--- src/rtl/pipeline_repeat_scheduler.sv ---
// rtl/pipeline_repeat_scheduler.sv - round-robin arbiter that replays each granted word count times
module pipeline_repeat_scheduler #(
    parameter int WORD_WIDTH         = 8,
    parameter int INPUT_COUNT        = 3,
    parameter int MAX_REPEAT_COUNT   = 4,
    localparam int REPEAT_COUNT_WIDTH = $clog2(MAX_REPEAT_COUNT) + 1,
    localparam int SOURCE_WIDTH       = ($clog2(INPUT_COUNT) > 1) ? $clog2(INPUT_COUNT) : 1
) (
    input  logic                                       clock,
    input  logic                                       clear,
    input  logic [INPUT_COUNT-1:0]                     input_valid,
    output logic [INPUT_COUNT-1:0]                     input_ready,
    input  logic [INPUT_COUNT*WORD_WIDTH-1:0]          input_data,
    input  logic [INPUT_COUNT*REPEAT_COUNT_WIDTH-1:0]  input_repeat_count,
    output logic                                       output_valid,
    input  logic                                       output_ready,
    output logic [WORD_WIDTH-1:0]                      output_data,
    output logic [SOURCE_WIDTH-1:0]                    output_source,
    output logic                                       output_last,
    output logic                                       busy
);

    typedef enum logic {IDLE, BUSY} state_t;

    state_t                        state_q;
    logic [SOURCE_WIDTH-1:0]       ptr_q;
    logic [SOURCE_WIDTH-1:0]       ptr_d;
    logic [REPEAT_COUNT_WIDTH-1:0] remaining_q;
    logic [WORD_WIDTH-1:0]         data_q;
    logic [SOURCE_WIDTH-1:0]       source_q;

    logic                          any_valid;
    logic                          hi_found;
    logic [SOURCE_WIDTH-1:0]       hi_idx;
    logic [SOURCE_WIDTH-1:0]       lo_idx;
    logic [SOURCE_WIDTH-1:0]       grant;
    logic                          in_fire;
    logic [REPEAT_COUNT_WIDTH-1:0] count_sel;
    logic [REPEAT_COUNT_WIDTH-1:0] count_clamped;
    logic [WORD_WIDTH-1:0]         data_sel;

    // Lowest valid index at or above ptr wins; otherwise wrap to the lowest valid index overall.
    always_comb begin
        any_valid = 1'b0;
        hi_found  = 1'b0;
        hi_idx    = '0;
        lo_idx    = '0;
        for (int i = INPUT_COUNT - 1; i >= 0; i--) begin
            if (input_valid[i]) begin
                any_valid = 1'b1;
                lo_idx    = SOURCE_WIDTH'(i);
                if (SOURCE_WIDTH'(i) >= ptr_q) begin
                    hi_found = 1'b1;
                    hi_idx   = SOURCE_WIDTH'(i);
                end
            end
        end
        grant = hi_found ? hi_idx : lo_idx;
    end

    assign in_fire = (state_q == IDLE) && any_valid && !clear;

    always_comb begin
        input_ready = '0;
        for (int i = 0; i < INPUT_COUNT; i++) begin
            input_ready[i] = in_fire && (grant == SOURCE_WIDTH'(i));
        end
    end

    assign count_sel     = input_repeat_count[grant*REPEAT_COUNT_WIDTH +: REPEAT_COUNT_WIDTH];
    assign count_clamped = (count_sel > REPEAT_COUNT_WIDTH'(MAX_REPEAT_COUNT))
                         ? REPEAT_COUNT_WIDTH'(MAX_REPEAT_COUNT) : count_sel;
    assign data_sel      = input_data[grant*WORD_WIDTH +: WORD_WIDTH];
    assign ptr_d         = (grant == SOURCE_WIDTH'(INPUT_COUNT - 1)) ? '0 : grant + 1'b1;

    always_ff @(posedge clock or posedge clear) begin
        if (clear) begin
            state_q     <= IDLE;
            ptr_q       <= '0;
            remaining_q <= '0;
            data_q      <= '0;
            source_q    <= '0;
        end else begin
            case (state_q)
                IDLE: begin
                    if (in_fire) begin
                        ptr_q <= ptr_d;
                        // A zero count sinks the word and leaves the arbiter free next cycle.
                        if (count_clamped != '0) begin
                            state_q     <= BUSY;
                            data_q      <= data_sel;
                            source_q    <= grant;
                            remaining_q <= count_clamped;
                        end
                    end
                end
                BUSY: begin
                    if (output_ready) begin
                        remaining_q <= remaining_q - 1'b1;
                        if (remaining_q == REPEAT_COUNT_WIDTH'(1)) begin
                            state_q <= IDLE;
                        end
                    end
                end
                default: state_q <= IDLE;
            endcase
        end
    end

    assign busy          = (state_q == BUSY);
    assign output_valid  = busy;
    assign output_last   = busy && (remaining_q == REPEAT_COUNT_WIDTH'(1));
    assign output_data   = data_q;
    assign output_source = source_q;

endmodule

--- config.mk ---
export PLATFORM = sky130hd
export DESIGN_NAME = pipeline_repeat_scheduler
export DESIGN_NICKNAME = d
export VERILOG_FILES = /design/src/rtl/pipeline_repeat_scheduler.sv
export SDC_FILE = /design/constraint.sdc
export NUM_CORES = 1
export LEC_CHECK = 0
export ABC_CLOCK_PERIOD_IN_PS = 2400
export BUFFER_PORTS_ARGS = -buffer_cell sky130_fd_sc_hd__buf_4
export CORE_UTILIZATION = 40
export CTS_CLUSTER_SIZE = 14
export DETAILED_ROUTE_END_ITERATION = 10
export PLACE_DENSITY = 0.76
export SYNTH_ARGS = -nofsm -noshare
export SYNTH_HDL_FRONTEND = slang
export SYNTH_SLANG_ARGS = --single-unit
--- constraint.sdc ---
create_clock -name clock -period 2.4 [get_ports clock]
set_clock_uncertainty 0.15 [all_clocks]
set_input_delay 0.36 -clock clock [delete_from_list [all_inputs] [get_ports clock]]
set_output_delay 0.36 -clock clock [all_outputs]
set_load 0.02 [all_outputs]
# After elaboration in Yosys (flattened, before gate mapping)
# Index checks and enable logic that the tools add are counted.
totals:
  ff_bits: 16
  elab_cells: 63
classes:
  n_addsub: 2
  mul: 1
  magnitude_cmp: 4
  n_eq_ne: 6
  n_shift: 2
  muxes: 30
  n_bitwise: 1
  n_reduce_logical: 12
ops:
  columns: ["op", "count"]
  rows:
  - ["indexed part select 24 x 6 -> 8 bit", 1]
  - ["two-way mux 2 bit", 11]
  - ["two-way mux 1 bit", 13]
  - ["two-way mux 3 bit", 4]
  - ["indexed part select 9 x 5 -> 3 bit", 1]
  - ["logical AND 1 bit", 6]
  - ["one-hot mux 3 bit (2 select lines)", 1]
  - ["AND reduction 3 bit", 2]
  - [">= comparator 1 x 2 -> 1 bit (first input constant)", 2]
  - ["multiplier 2 x 2 -> 4 bit (second input constant)", 1]
  - ["!= test 2 bit (second input constant)", 2]
  - ["equality test 3 x 1 -> 1 bit (second input constant)", 1]
  - ["> comparator 3 bit (second input constant)", 1]
  - ["nonzero test 3 bit", 1]
  - ["subtractor 3 x 1 -> 3 bit (second input constant)", 1]
  - ["adder 2 x 1 -> 2 bit (second input constant)", 1]
  - ["equality test 2 x 1 -> 1 bit (second input constant)", 1]
  - ["equality test 2 bit (second input constant)", 1]
  - [">= comparator 2 bit (first input constant)", 1]
  - ["logical NOT 2 bit", 1]
  - ["!= test 2 x 1 -> 1 bit (second input constant)", 1]
  - ["one-hot mux 1 bit (2 select lines)", 1]
  - ["AND reduction 2 bit", 1]
  - ["logical NOT 1 bit", 1]
  - ["inverter 1 bit", 1]

# Longest topological paths before layout
# Gate-level depths: netlist (run 1).
logic_depth:
  depth_word: 16
  ltp_mapped: 6
  mapped_depth_nobuf: 6

# Least setup slack after synthesis (run 1)
# No wires, ideal clock.
synth_path:
  path_type: "flip-flop to flip-flop"
  start: "register ptr_q[0]"
  end: "register data_q[0], in the netlist output_data[0]"
  t_arrival_ns: 2.010
  t_required_ns: 2.125
  setup_slack_ns: 0.115
  stages_incl_launch_ff: 7
  path_buffers: 1
  synth_period_minus_slack_ns: 2.285
  cell_sequence: "dfrtp_1 > nand3b_1 > a31o_2 > a222oi_1 > a31oi_1 > buf_6 > mux2_4"
synth_via:
  elab_chain_cells: 14
  word_cells_on_any_way: 23
  cone_classes: "mul (1); order compare (4); shift (2); mux (14); reduce/logical (2)"
synth_rtl:
  columns: ["element", "line", "source"]
  rows:
  - ["start: declaration", "26", "logic [SOURCE_WIDTH-1:0] ptr_q;"]
  - ["start signal: assignment", "87", "ptr_q <= ptr_d;"]
  - [">= comparator 2 bit", "52", "if (SOURCE_WIDTH'(i) >= ptr_q) begin"]
  - ["two-way mux 1 bit or two-way mux 2 bit (tied branches)", "52", null]
  - ["two-way mux 1 bit or two-way mux 2 bit (tied branches)", "49", "if (input_valid[i]) begin"]
  - ["two-way mux 1 bit or two-way mux 2 bit (tied branches)", "52", null]
  - ["two-way mux 1 bit or two-way mux 2 bit (tied branches)", "49", null]
  - ["two-way mux 1 bit or two-way mux 2 bit (tied branches)", "52", null]
  - ["two-way mux 1 bit or two-way mux 2 bit (tied branches)", "49", null]
  - ["two-way mux 2 bit (*)", "58", "grant = hi_found ? hi_idx : lo_idx;"]
  - ["multiplier 2 x 2 -> 4 bit", "70", "assign count_sel = input_repeat_count[grant*REPEAT_COUNT_WIDTH +: REPEAT_COUNT_WIDTH];"]
  - ["indexed part select 9 x 5 -> 3 bit", "70", null]
  - ["> comparator 3 bit", "71", "assign count_clamped = (count_sel > REPEAT_COUNT_WIDTH'(MAX_REPEAT_COUNT))"]
  - ["two-way mux 3 bit", "72", "? REPEAT_COUNT_WIDTH'(MAX_REPEAT_COUNT) : count_sel;"]
  - ["nonzero test 3 bit", "89", "if (count_clamped != '0) begin"]
  - ["AND reduction 3 bit (no line)", null, null]
  - ["end signal: assignment", "91", "data_q <= data_sel;"]
  - ["end: declaration", "29", "logic [WORD_WIDTH-1:0] data_q;"]
# Mark *: on every way between the ends. The rest lies on a longest branch, timed or not.
# A chain may end at the register's enable or synchronous reset.

# Worst setup path in the final report (run 1)
layout_path:
  start: "register ptr_q[0]"
  end: "output input_ready[2]"
layout_via:
  elab_chain_cells: 10
  word_cells_on_any_way: 18
  cone_classes: "order compare (3); eq/ne (1); mux (13); reduce/logical (1)"
layout_rtl:
  columns: ["element", "line", "source"]
  rows:
  - [">= comparator 2 bit", "52", null]
  - ["two-way mux 1 bit or two-way mux 2 bit (tied branches)", "52", null]
  - ["two-way mux 1 bit or two-way mux 2 bit (tied branches)", "49", null]
  - ["two-way mux 1 bit or two-way mux 2 bit (tied branches)", "52", null]
  - ["two-way mux 1 bit or two-way mux 2 bit (tied branches)", "49", null]
  - ["two-way mux 1 bit or two-way mux 2 bit (tied branches)", "52", null]
  - ["two-way mux 1 bit or two-way mux 2 bit (tied branches)", "49", null]
  - ["two-way mux 2 bit (*)", "58", null]
  - ["equality test 2 bit (*)", "66", "input_ready[i] = in_fire && (grant == SOURCE_WIDTH'(i));"]
  - ["logical AND 1 bit (*)", "66", null]
  - ["end: declaration", "12", "output logic [INPUT_COUNT-1:0] input_ready,"]
# Marks and branches as above.

==> metrics.txt, run 1 <==
first-pass GRT wire length between 4000 and 5000 µm; clock tree sinks 16; crit-path max FO 10; DRC violation count after routing 0; CTS clock-pin slew for the worst setup and hold paths 100 ps; diode count 0; Inst Count DP about 200; max-slew violations 0; # hold bufs at CTS 0; Synth Instances 112; fmax approximately 0.42 GHz; DP HPWL 2260 µm; Cell Rows 18; status finished clean; Cell Pwr Density between 1000 and 1500 nW/µm²; Synth warnings 0; ratio of cells with drive above 1 in the final layout 0.4826; filler cell count 213; top post-synthesis cells by area dfrtp_1 (37%), mux2_4 (12%), nand2_1 (6.9%), a22oi_1 (5.5%), ha_1 (2.3%); area of the multi-input gates 648.1 µm²; DRT Wirelength a little under 3000 µm; max_slew headroom 0.6044; Pre-Repair DR Iteration Count 6; post-synthesis sequential area ratio 0.3691; Clock Latency Late Sink ~280 ps; CTS tree done; Synth top area share 0.3691; reg-to-reg setup timing slack 70 ps; Crit. End Element output pin; WL/cell around 14 µm; clk buf depth 2; Avg Inst Size Synth just under 10 µm²; DR iter-0 viols 23; Max H-tree Level 1; Max Cap Viol 0; synthesized flop and latch total 16; core area between 2000 and 3000 µm²; Max IR drop VDD 0.6039 mV; fin crit share 0.9830; total track usage 0.2201; CP startpoint kind register; fin cells between 200 and 250; Synth Cell Area 1085 µm²; antenna violations before repair 0; Worst Tran Pin Value 592.8 ps; die width between 50 and 60 µm; Required @ worst endpoint about 1900 ps; die footprint 2924 µm²; IO Port Bufs 54; Die Ht between 50 and 60 µm; Worst EP arrival 1850 ps; HP Class input pin to asynchronous set/reset pin; register area 401.6 µm²; vias per cell 5.465; leakage 0.8218 nW; Ports 55; Initial Utilization 0.4301; pre-CTS setup slack between 30 and 40 ps; kind of critical path register to output pin; CTS Buf Count 3; setup ws final around 41 ps; syn nets between 150 and 200; remaining antenna violation count 0; Final Hold Fails 0; minimum clock period between 2000 and 2500 ps; GPL Wtd Cong between 0.7 and 0.8; Nets 214; cell taking the most area after synthesis dfrtp_1; routed vias between 1,000 and 1,500; Setup TNS Final 0 ps; global route overflow 0; area grow syn2layout 49.02%; largest net degree at the start of global routing 17; number of distinct library cells after synthesis 39; final setup vio count 0; root buf cell clkbuf_4; vias in the first global route approximately 1,100
==> layout make-up <==
cell class | instances | share of cell area
inverter | 4 | 0.009288
multi-input combinational | 86 | 0.4009
clock buffer | 4 | 0.02245
tap | 30 | 0.02322
timing repair buffer | 62 | 0.2957
sequential | 16 | 0.2485
==> layout by cell type (no fill, tap or decap), drive strengths merged, types with 2 or more instances in the layout <==
cell type  instances
inv                4
a22oi              8
a222oi             2
nand3b             2
o21ai              2
a31oi              3
mux2              10
a21oi              2
dfrtp             16
clkbuf             4
buf               62
nand2b             2
nor3               2
nand2             20
nor2               3
ha                 2
and2               3
o21a               2
a31o               2
a21o               3
nand3              2
==> power breakdown <==
part	internal, mW	switching [mW]	total, mW
Combinational	0.562	0.482	1.04
Sequential	0.406	0.128	0.534
Clock	0.0921	0.0822	0.174
==> worst max-delay path: stages (launching register included) <==
cell and delay, ps:
dfrtp_2 430, or3b_1 420, a31oi_2 250, buf_4 220, and2_1 130, buf_4 130
==> Yosys cell counts, drive strengths merged <==
| library cell | number |
|---|---|
| a211o | 1 |
| a211oi | 1 |
| a21o | 3 |
| a21oi | 2 |
| a222oi | 2 |
| a22oi | 8 |
| a31o | 2 |
| a31oi | 3 |
| and2 | 3 |
| and3b | 1 |
| and4 | 1 |
| buf | 2 |
| clkbuf | 4 |
| dfrtp | 16 |
| ha | 2 |
| inv | 4 |
| mux2 | 10 |
| nand2 | 20 |
| nand2b | 2 |
| nand3 | 2 |
| nand3b | 2 |
| nand4b | 1 |
| nor2 | 3 |
| nor3 | 2 |
| o2111a | 1 |
| o2111ai | 1 |
| o211a | 1 |
| o21a | 2 |
| o21ai | 2 |
| o21ba | 1 |
| o22ai | 1 |
| o311ai | 1 |
| o32a | 1 |
| or2 | 1 |
| or3 | 1 |
| or3b | 1 |
| xor2 | 1 |
==> worst paths after layout <==
path / startpoint / to / depth (start not counted)
min in group clock: input_data[17] / output_data[1]$_DFFE_PP0P_ / 4
max in group asynchronous: clear / ptr_q[0]$_DFFE_PP0P_ / 2
worst max-delay path: ptr_q[0]$_DFFE_PP0P_ / input_ready[2] / 5
worst max register to register: ptr_q[0]$_DFFE_PP0P_ / output_data[7]$_DFFE_PP0P_ / 7
worst min register to register: output_data[0]$_DFFE_PP0P_ / output_data[0]$_DFFE_PP0P_ / 1
worst min-delay path: clear / output_data[7]$_DFFE_PP0P_ / 2
==> through the flow <==
step	hold slack [ps]	instance area, µm²	utilization	power, mW
after global routing	61.55	1617	0.6409	1.883
after floorplan	123.7	1085	-	1.179
after CTS	32.43	1602	0.6349	1.742
after global placement	320.7	1565	0.6205	1.532
after detailed placement	344.0	1565	0.6205	1.564
final	14.49	1617	0.6409	1.753
==> sequential cells by signal, summed over array words and instances (netlist names) <==
register       count
remaining_q        3
output_data        8
output_source      2
ptr_q              2
busy               1
==> timing repair <==
action	4_1_cts	5_1_grt
resized for setup	0	2
setup buffers	0	1
setup endpoints to repair	0	11
==> per-layer routing <==
| layer | share of wire | up-vias | routed length, µm | global-route usage |
|---|---|---|---|---|
| met5 | 0 | - | 0 | 0 |
| met1 | 0.45 | 510 | 1299 | 0.2825 |
| met4 | 0.0065 | 0 | 19 | 0.08120 |
| li1 | - | 538 | - | - |
| met2 | 0.47 | 54 | 1376 | 0.3724 |
| met3 | 0.071 | 2 | 206 | 0.03107 |
==> cells by family (layout without fill, tap and decap cells) <==
logic type / count (synthesis) / after routing / synth area share
fa+ha+maj: 2 / 2 / 0.02306
mux: 10 / 10 / 0.1349
xor+xnor: 1 / 1 / 0.008075
flops: 16 / 16 / 0.3691
buf+inv: 10 / 70 / 0.04498
compound gates: 33 / 33 / 0.2353
simple gates: 40 / 40 / 0.1846
Note: power is estimated with default switching activity, not from simulation.
==> run 2: changes to the inputs <==
==> constraint.sdc (replaced) <==
create_clock -name clock -period 2.4 [get_ports clock]
set_clock_uncertainty 0.15 [all_clocks]
set_input_delay 0.24 -clock clock [delete_from_list [all_inputs] [get_ports clock]]
set_output_delay 0.24 -clock clock [all_outputs]
set_load 0.02 [all_outputs]
==> run 2 against run 1 <==
  * Power increased by 0.67%
  * Global-route usage decreased by 1.1 points
  * Hold slack improved by 110 ps
  * Clock power decreased by 3%
  * Core utilization increased by 0.69 points
  * Sequential share of layout area decreased by 0.27 points
  * Wire length decreased by 3.4%
  * First-iteration DRC count unchanged
==> metrics.txt, run 2 (synthesis results as in run 1) <==
status finished clean (unchanged); CTS Buf Count 3 (unchanged); routed vias 1,113 (was 1,104); DRC violation count after routing 0 (unchanged); clk buf depth 2 (unchanged); max_slew headroom 0.6145 (was 0.6044); fin crit share 0.9605 (was 0.9830); fmax 0.4338 GHz (was 0.4239 GHz); Largest register FFs 8 (unchanged); Critical Path Start ptr_q[1]$_DFFE_PP0P_ (was ptr_q[0]$_DFFE_PP0P_); worst r2r src ptr_q[1]$_DFFE_PP0P_ (was ptr_q[0]$_DFFE_PP0P_); final setup vio count 0 (unchanged); CTS tree done (unchanged); Pre-Repair DR Iteration Count 4 (was 6); diode count 0 (unchanged); most frequent cells in the layout buf_4 (62), nand2_1 (20), dfrtp_1 (15) (was buf_4 (61), nand2_1 (20), dfrtp_1 (15)); Cell Rows 18 (unchanged); Max Cap Viol 0 (unchanged); most common cell after layout, fill and taps aside buf_4 (unchanged); final core utilization 0.6478 (was 0.6409); max-slew violations 0 (unchanged); Max H-tree Level 1 (unchanged); core area 2522 µm² (unchanged); IO Port Bufs 54 (unchanged); Setup TNS Final 0 ps (unchanged); HP Class input pin to register (was input pin to asynchronous set/reset pin); Clock Latency Late Sink 270 ps (was 280 ps); vias per cell 5.456 (was 5.465); CTS clock-pin slew for the worst setup and hold paths 90 ps (was 100 ps); area grow syn2layout 50.63% (was 49.02%); vias in the first global route 1,047 (was 1,087); clock tree sinks 16 (unchanged); CP startpoint kind register (unchanged); Cell Pwr Density 1080 nW/µm² (was 1085 nW/µm²); Die Ht 54.08 µm (unchanged); DP HPWL 2238 µm (was 2260 µm); Max IR drop VDD 0.7171 mV (was 0.6039 mV); die width 54.08 µm (unchanged); first-pass GRT wire length 4326 µm (was 4629 µm); Ports 55 (unchanged); GPL Wtd Cong 0.7647 (was 0.7807); Worst EP arrival 2320 ps (was 1850 ps); Reg2Reg Depth 7 (unchanged); Required @ worst endpoint 2410 ps (was 1890 ps); die footprint 2924 µm² (unchanged); leakage 0.8311 nW (was 0.8218 nW); Final Hold Fails 0 (unchanged); RSZ-0062 raised after global routing true; minimum clock period 2305 ps (was 2359 ps); crit-path max FO 11 (was 10); global route overflow 0 (unchanged); Nets 216 (was 214); root buf cell clkbuf_4 (unchanged); Worst Tran Pin Value 573.8 ps (was 592.8 ps); remaining antenna violation count 0 (unchanged); CP endpoint output_data[7]$_DFFE_PP0P_ (was input_ready[2]); WL/cell 13.74 µm (was 14.36 µm); antenna violations before repair 0 (unchanged); DR iter-0 viols 23 (unchanged); R2R Path End output_data[7]$_DFFE_PP0P_ (unchanged); DRT Wirelength 2803 µm (was 2901 µm); ratio of cells with drive above 1 in the final layout 0.4828 (was 0.4826); worst hold path depth 4; largest net degree at the start of global routing 17 (unchanged); Initial Utilization 0.4301 (unchanged); total track usage 0.2091 (was 0.2201); Crit. End Element register (was output pin); Pwr Total 1.765 mW (was 1.753 mW); reg-to-reg setup timing slack 90 ps (was 70 ps); kind of critical path register to register (was register to output pin)
-- run 2: worst min-delay path by stage --
stage / from / to / slack, ps
global placement: clear / remaining_q[2]$_DFFE_PP0P_ / 190
detailed placement: clear / remaining_q[2]$_DFFE_PP0P_ / 220
floorplan: clear / busy$_DFF_PP0_ / 4
CTS: input_data[18] / output_data[2]$_DFFE_PP0P_ / 110
global route: input_data[22] / output_data[6]$_DFFE_PP0P_ / 130
finish: input_data[18] / output_data[2]$_DFFE_PP0P_ / 120
-- run 2: through the flow --
stage	instance area (µm²)	instances	setup WS, ps	hold WS (ps)
after detailed placement	1580	199	40.47	218.8
after global placement	1580	199	125.3	193.7
after CTS	1627	204	8.356	113.0
after global routing	1634	204	-3.339	130.1
after floorplan	1085	112	114.8	3.740
final	1634	204	94.75	123.6
-- run 2: power by group --
| group | internal (mW) | switching (mW) |
|---|---|---|
| logic | 0.575 | 0.503 |
| clock network | 0.0922 | 0.0766 |
| registers | 0.406 | 0.112 |
-- run 2: layer usage --
layer / vias to the layer above / track usage / routed length, µm
li1: 540 / - / -
met1: 514 / 0.2465 / 1234
met2: 55 / 0.3765 / 1343
met3: 4 / 0.03672 / 207
met4: 0 / 0.07265 / 17
met5: - / 0 / 0
-- run 2: critical path: stages (launching register included) --
cell	delay, ps
dfrtp_1	430
or3b_1	390
a31oi_1	230
a211oi_1	80
buf_4	150
a31oi_2	240
buf_12	180
mux2_2	340
-- run 2: repair_timing --
| action | in CTS | in global routing |
|---|---|---|
| hold endpoints to repair | 16 | 0 |
| gates resized for setup | 0 | 3 |
| hold buffers | 1 | 0 |
| buffers inserted | 0 | 0 |
| endpoints found under the setup margin | 0 | 11 |
-- run 2: final cells by class --
| class | count | area (µm²) |
|---|---|---|
| clock buffers | 4 | 36.28 |
| fillers | 221 | 888.4 |
| inverters | 4 | 15.01 |
| multi-input cells | 86 | 648.1 |
| flip-flops and latches | 16 | 401.6 |
| well taps | 30 | 37.54 |
| repair buffers | 64 | 495.5 |
==> run 3: changes to the inputs <==
--- a/config.mk
+++ b/config.mk
@@ -7,10 +7,11 @@
 export LEC_CHECK = 0
 export ABC_CLOCK_PERIOD_IN_PS = 2400
 export BUFFER_PORTS_ARGS = -buffer_cell sky130_fd_sc_hd__buf_4
+export CORE_MARGIN = 4
 export CORE_UTILIZATION = 40
 export CTS_CLUSTER_SIZE = 14
 export DETAILED_ROUTE_END_ITERATION = 10
-export PLACE_DENSITY = 0.76
+export PLACE_DENSITY_LB_ADDON = 0.1
 export SYNTH_ARGS = -nofsm -noshare
 export SYNTH_HDL_FRONTEND = slang
 export SYNTH_SLANG_ARGS = --single-unit
==> run 3 against run 2 <==
  * Critical path depth down 1
  * Sequential power is essentially flat
  * Cell count fell by 0.49%
  * Power is 0.44% lower
  * Register-to-register slack about the same
  * Global-route usage decreased by 2.8 points
  * Sequential share of layout area fell by 0.055 points
  * Via count fell by 3.0%
  * Design area increased by 0.54%
  * Core utilization increased by 0.35 points
  * Combinational power about the same
  * Non-clock buffer count decreased by 1
  * Highest routed layer unchanged
==> metrics.txt, run 3 (synthesis results as in run 1) <==
GPL Wtd Cong 0.8523 (was 0.7647); Worst EP arrival 2340 ps (was 2320 ps); Required @ worst endpoint 2420 ps (was 2410 ps); Crit. End Element register (unchanged); vias in the first global route 1,119 (was 1,047); DP HPWL 2301 µm (was 2238 µm); Nets 215 (was 216); root buf cell clkbuf_4 (unchanged); Initial Utilization 0.4301 (unchanged); Clock Latency Late Sink 270 ps (about the same); ratio of cells with drive above 1 in the final layout 0.4913 (was 0.4828); final core utilization 0.6513 (was 0.6478); Setup TNS Final 0 ps (unchanged); most common cell after layout, fill and taps aside buf_4 (unchanged); fmax 0.4313 GHz (was 0.4338 GHz); IO Port Bufs 54 (unchanged); Max IR drop VDD 0.5843 mV (was 0.7171 mV); Final Hold Fails 0 (unchanged); CP startpoint kind register (unchanged); diode count 0 (unchanged); RSZ-0062 raised after global routing false (was true); CTS clock-pin slew for the worst setup and hold paths 90 ps (about the same); HP Class input pin to register (unchanged); total track usage 0.1810 (was 0.2091); Worst Tran Pin Value 589.4 ps (was 573.8 ps); Setup Buffers After CTS 0 (unchanged); Cell Pwr Density 1070 nW/µm² (was 1080 nW/µm²); global route overflow 0 (unchanged); max-slew violations 0 (unchanged); leakage 0.8248 nW (was 0.8311 nW); Pre-Repair DR Iteration Count 4 (unchanged); most frequent cells in the layout buf_4 (61), nand2_1 (20), dfrtp_1 (14) (was buf_4 (62), nand2_1 (20), dfrtp_1 (15)); remaining antenna violation count 0 (unchanged); first-pass GRT wire length 4974 µm (was 4326 µm); kind of critical path register to register (unchanged); Largest register FFs 8 (unchanged); clock tree sinks 16 (unchanged); vias per cell 5.320 (was 5.456); final setup vio count 0 (unchanged); minimum clock period 2318 ps (was 2305 ps); DR iter-0 viols 67 (was 23); crit-path max FO 11 (unchanged); clk buf depth 2 (unchanged); Max Cap Viol 0 (unchanged); die width 60.08 µm (was 54.08 µm); antenna violations before repair 0 (unchanged); WL/cell 14.20 µm (was 13.74 µm); fin crit share 0.9660 (was 0.9605); Die Ht 60.08 µm (was 54.08 µm); routed vias 1,080 (was 1,113); core area 2522 µm² (unchanged); Ports 55 (unchanged); area grow syn2layout 51.44% (was 50.63%); die footprint 3609 µm² (was 2924 µm²); status finished clean (unchanged); largest net degree at the start of global routing 17 (unchanged); max_slew headroom 0.6066 (was 0.6145); Max H-tree Level 1 (unchanged); DRT Wirelength 2883 µm (was 2803 µm); Cell Rows 18 (unchanged); CTS tree done (unchanged); DRC violation count after routing 0 (unchanged); CTS Buf Count 3 (unchanged)
-- run 3: where the power goes --
| part | switching [mW] | internal, mW | leakage [nW] |
|---|---|---|---|
| clock | 0.0807 | 0.0921 | 0.0210 |
| combinational | 0.502 | 0.568 | 0.612 |
| sequential | 0.107 | 0.408 | 0.191 |
-- run 3: repair_timing --
item | CTS | global route
gates resized for setup | 0 | 5
hold endpoints to repair | 16 | 0
setup endpoints to repair | 0 | 11
hold buffers | 1 | 0
-- run 3: worst paths after layout --
check                                           start                         end  slack, ps  cells after the start
min in group asynchronous                       clear  remaining_q[2]$_DFFE_PP0P_        450                      3
hold / removal                         input_data[21]  output_data[5]$_DFFE_PP0P_        130                      4
setup / recovery                 ptr_q[1]$_DFFE_PP0P_  output_data[7]$_DFFE_PP0P_         80                      6
hold reg to reg            output_data[0]$_DFFE_PP0P_  output_data[0]$_DFFE_PP0P_        380                      1
setup reg to reg                 ptr_q[1]$_DFFE_PP0P_  output_data[7]$_DFFE_PP0P_         80                      6
max in group asynchronous                       clear        ptr_q[1]$_DFFE_PP0P_       1230                      3
-- run 3: per-layer routing --
metal | share of wire | track usage | vias up | wire (µm)
met3 | 0.077 | 0.03240 | 2 | 221
met1 | 0.44 | 0.2273 | 492 | 1279
li1 | - | - | 541 | -
met4 | 0.0052 | 0.05696 | 0 | 15
met5 | 0 | 0 | - | 0
met2 | 0.47 | 0.3117 | 45 | 1367
-- run 3: worst max-delay path, cell delays in order, from the launching register on --
cell and delay, ps:
dfrtp_2 450, or3b_1 430, a31oi_2 250, a222oi_1 170
a31oi_2 250, buf_12 180, mux2_2 330
-- run 3: final cells by class --
class / count / area, µm²
well taps: 30 / 37.54
fillers: 206 / 879.6
clock buffers: 4 / 36.28
flip-flops and latches: 16 / 402.9
multi-input cells: 86 / 663.1
repair buffers: 63 / 488.0
inverters: 4 / 15.01
-- run 3: stage by stage --
stage	hold WS [ps]	worst slack (ps)	std cells	power, mW	cell area [µm²]
2_1_floorplan	3.740	114.8	112	1.179	1085
4_1_cts	122.4	69.73	203	1.758	1619
3_5_place_dp	227.0	106.8	198	1.576	1573
5_1_grt	125.2	3.410	203	1.886	1643
3_3_place_gp	211.7	132.7	198	1.555	1573
6_report	126.2	81.69	203	1.757	1643
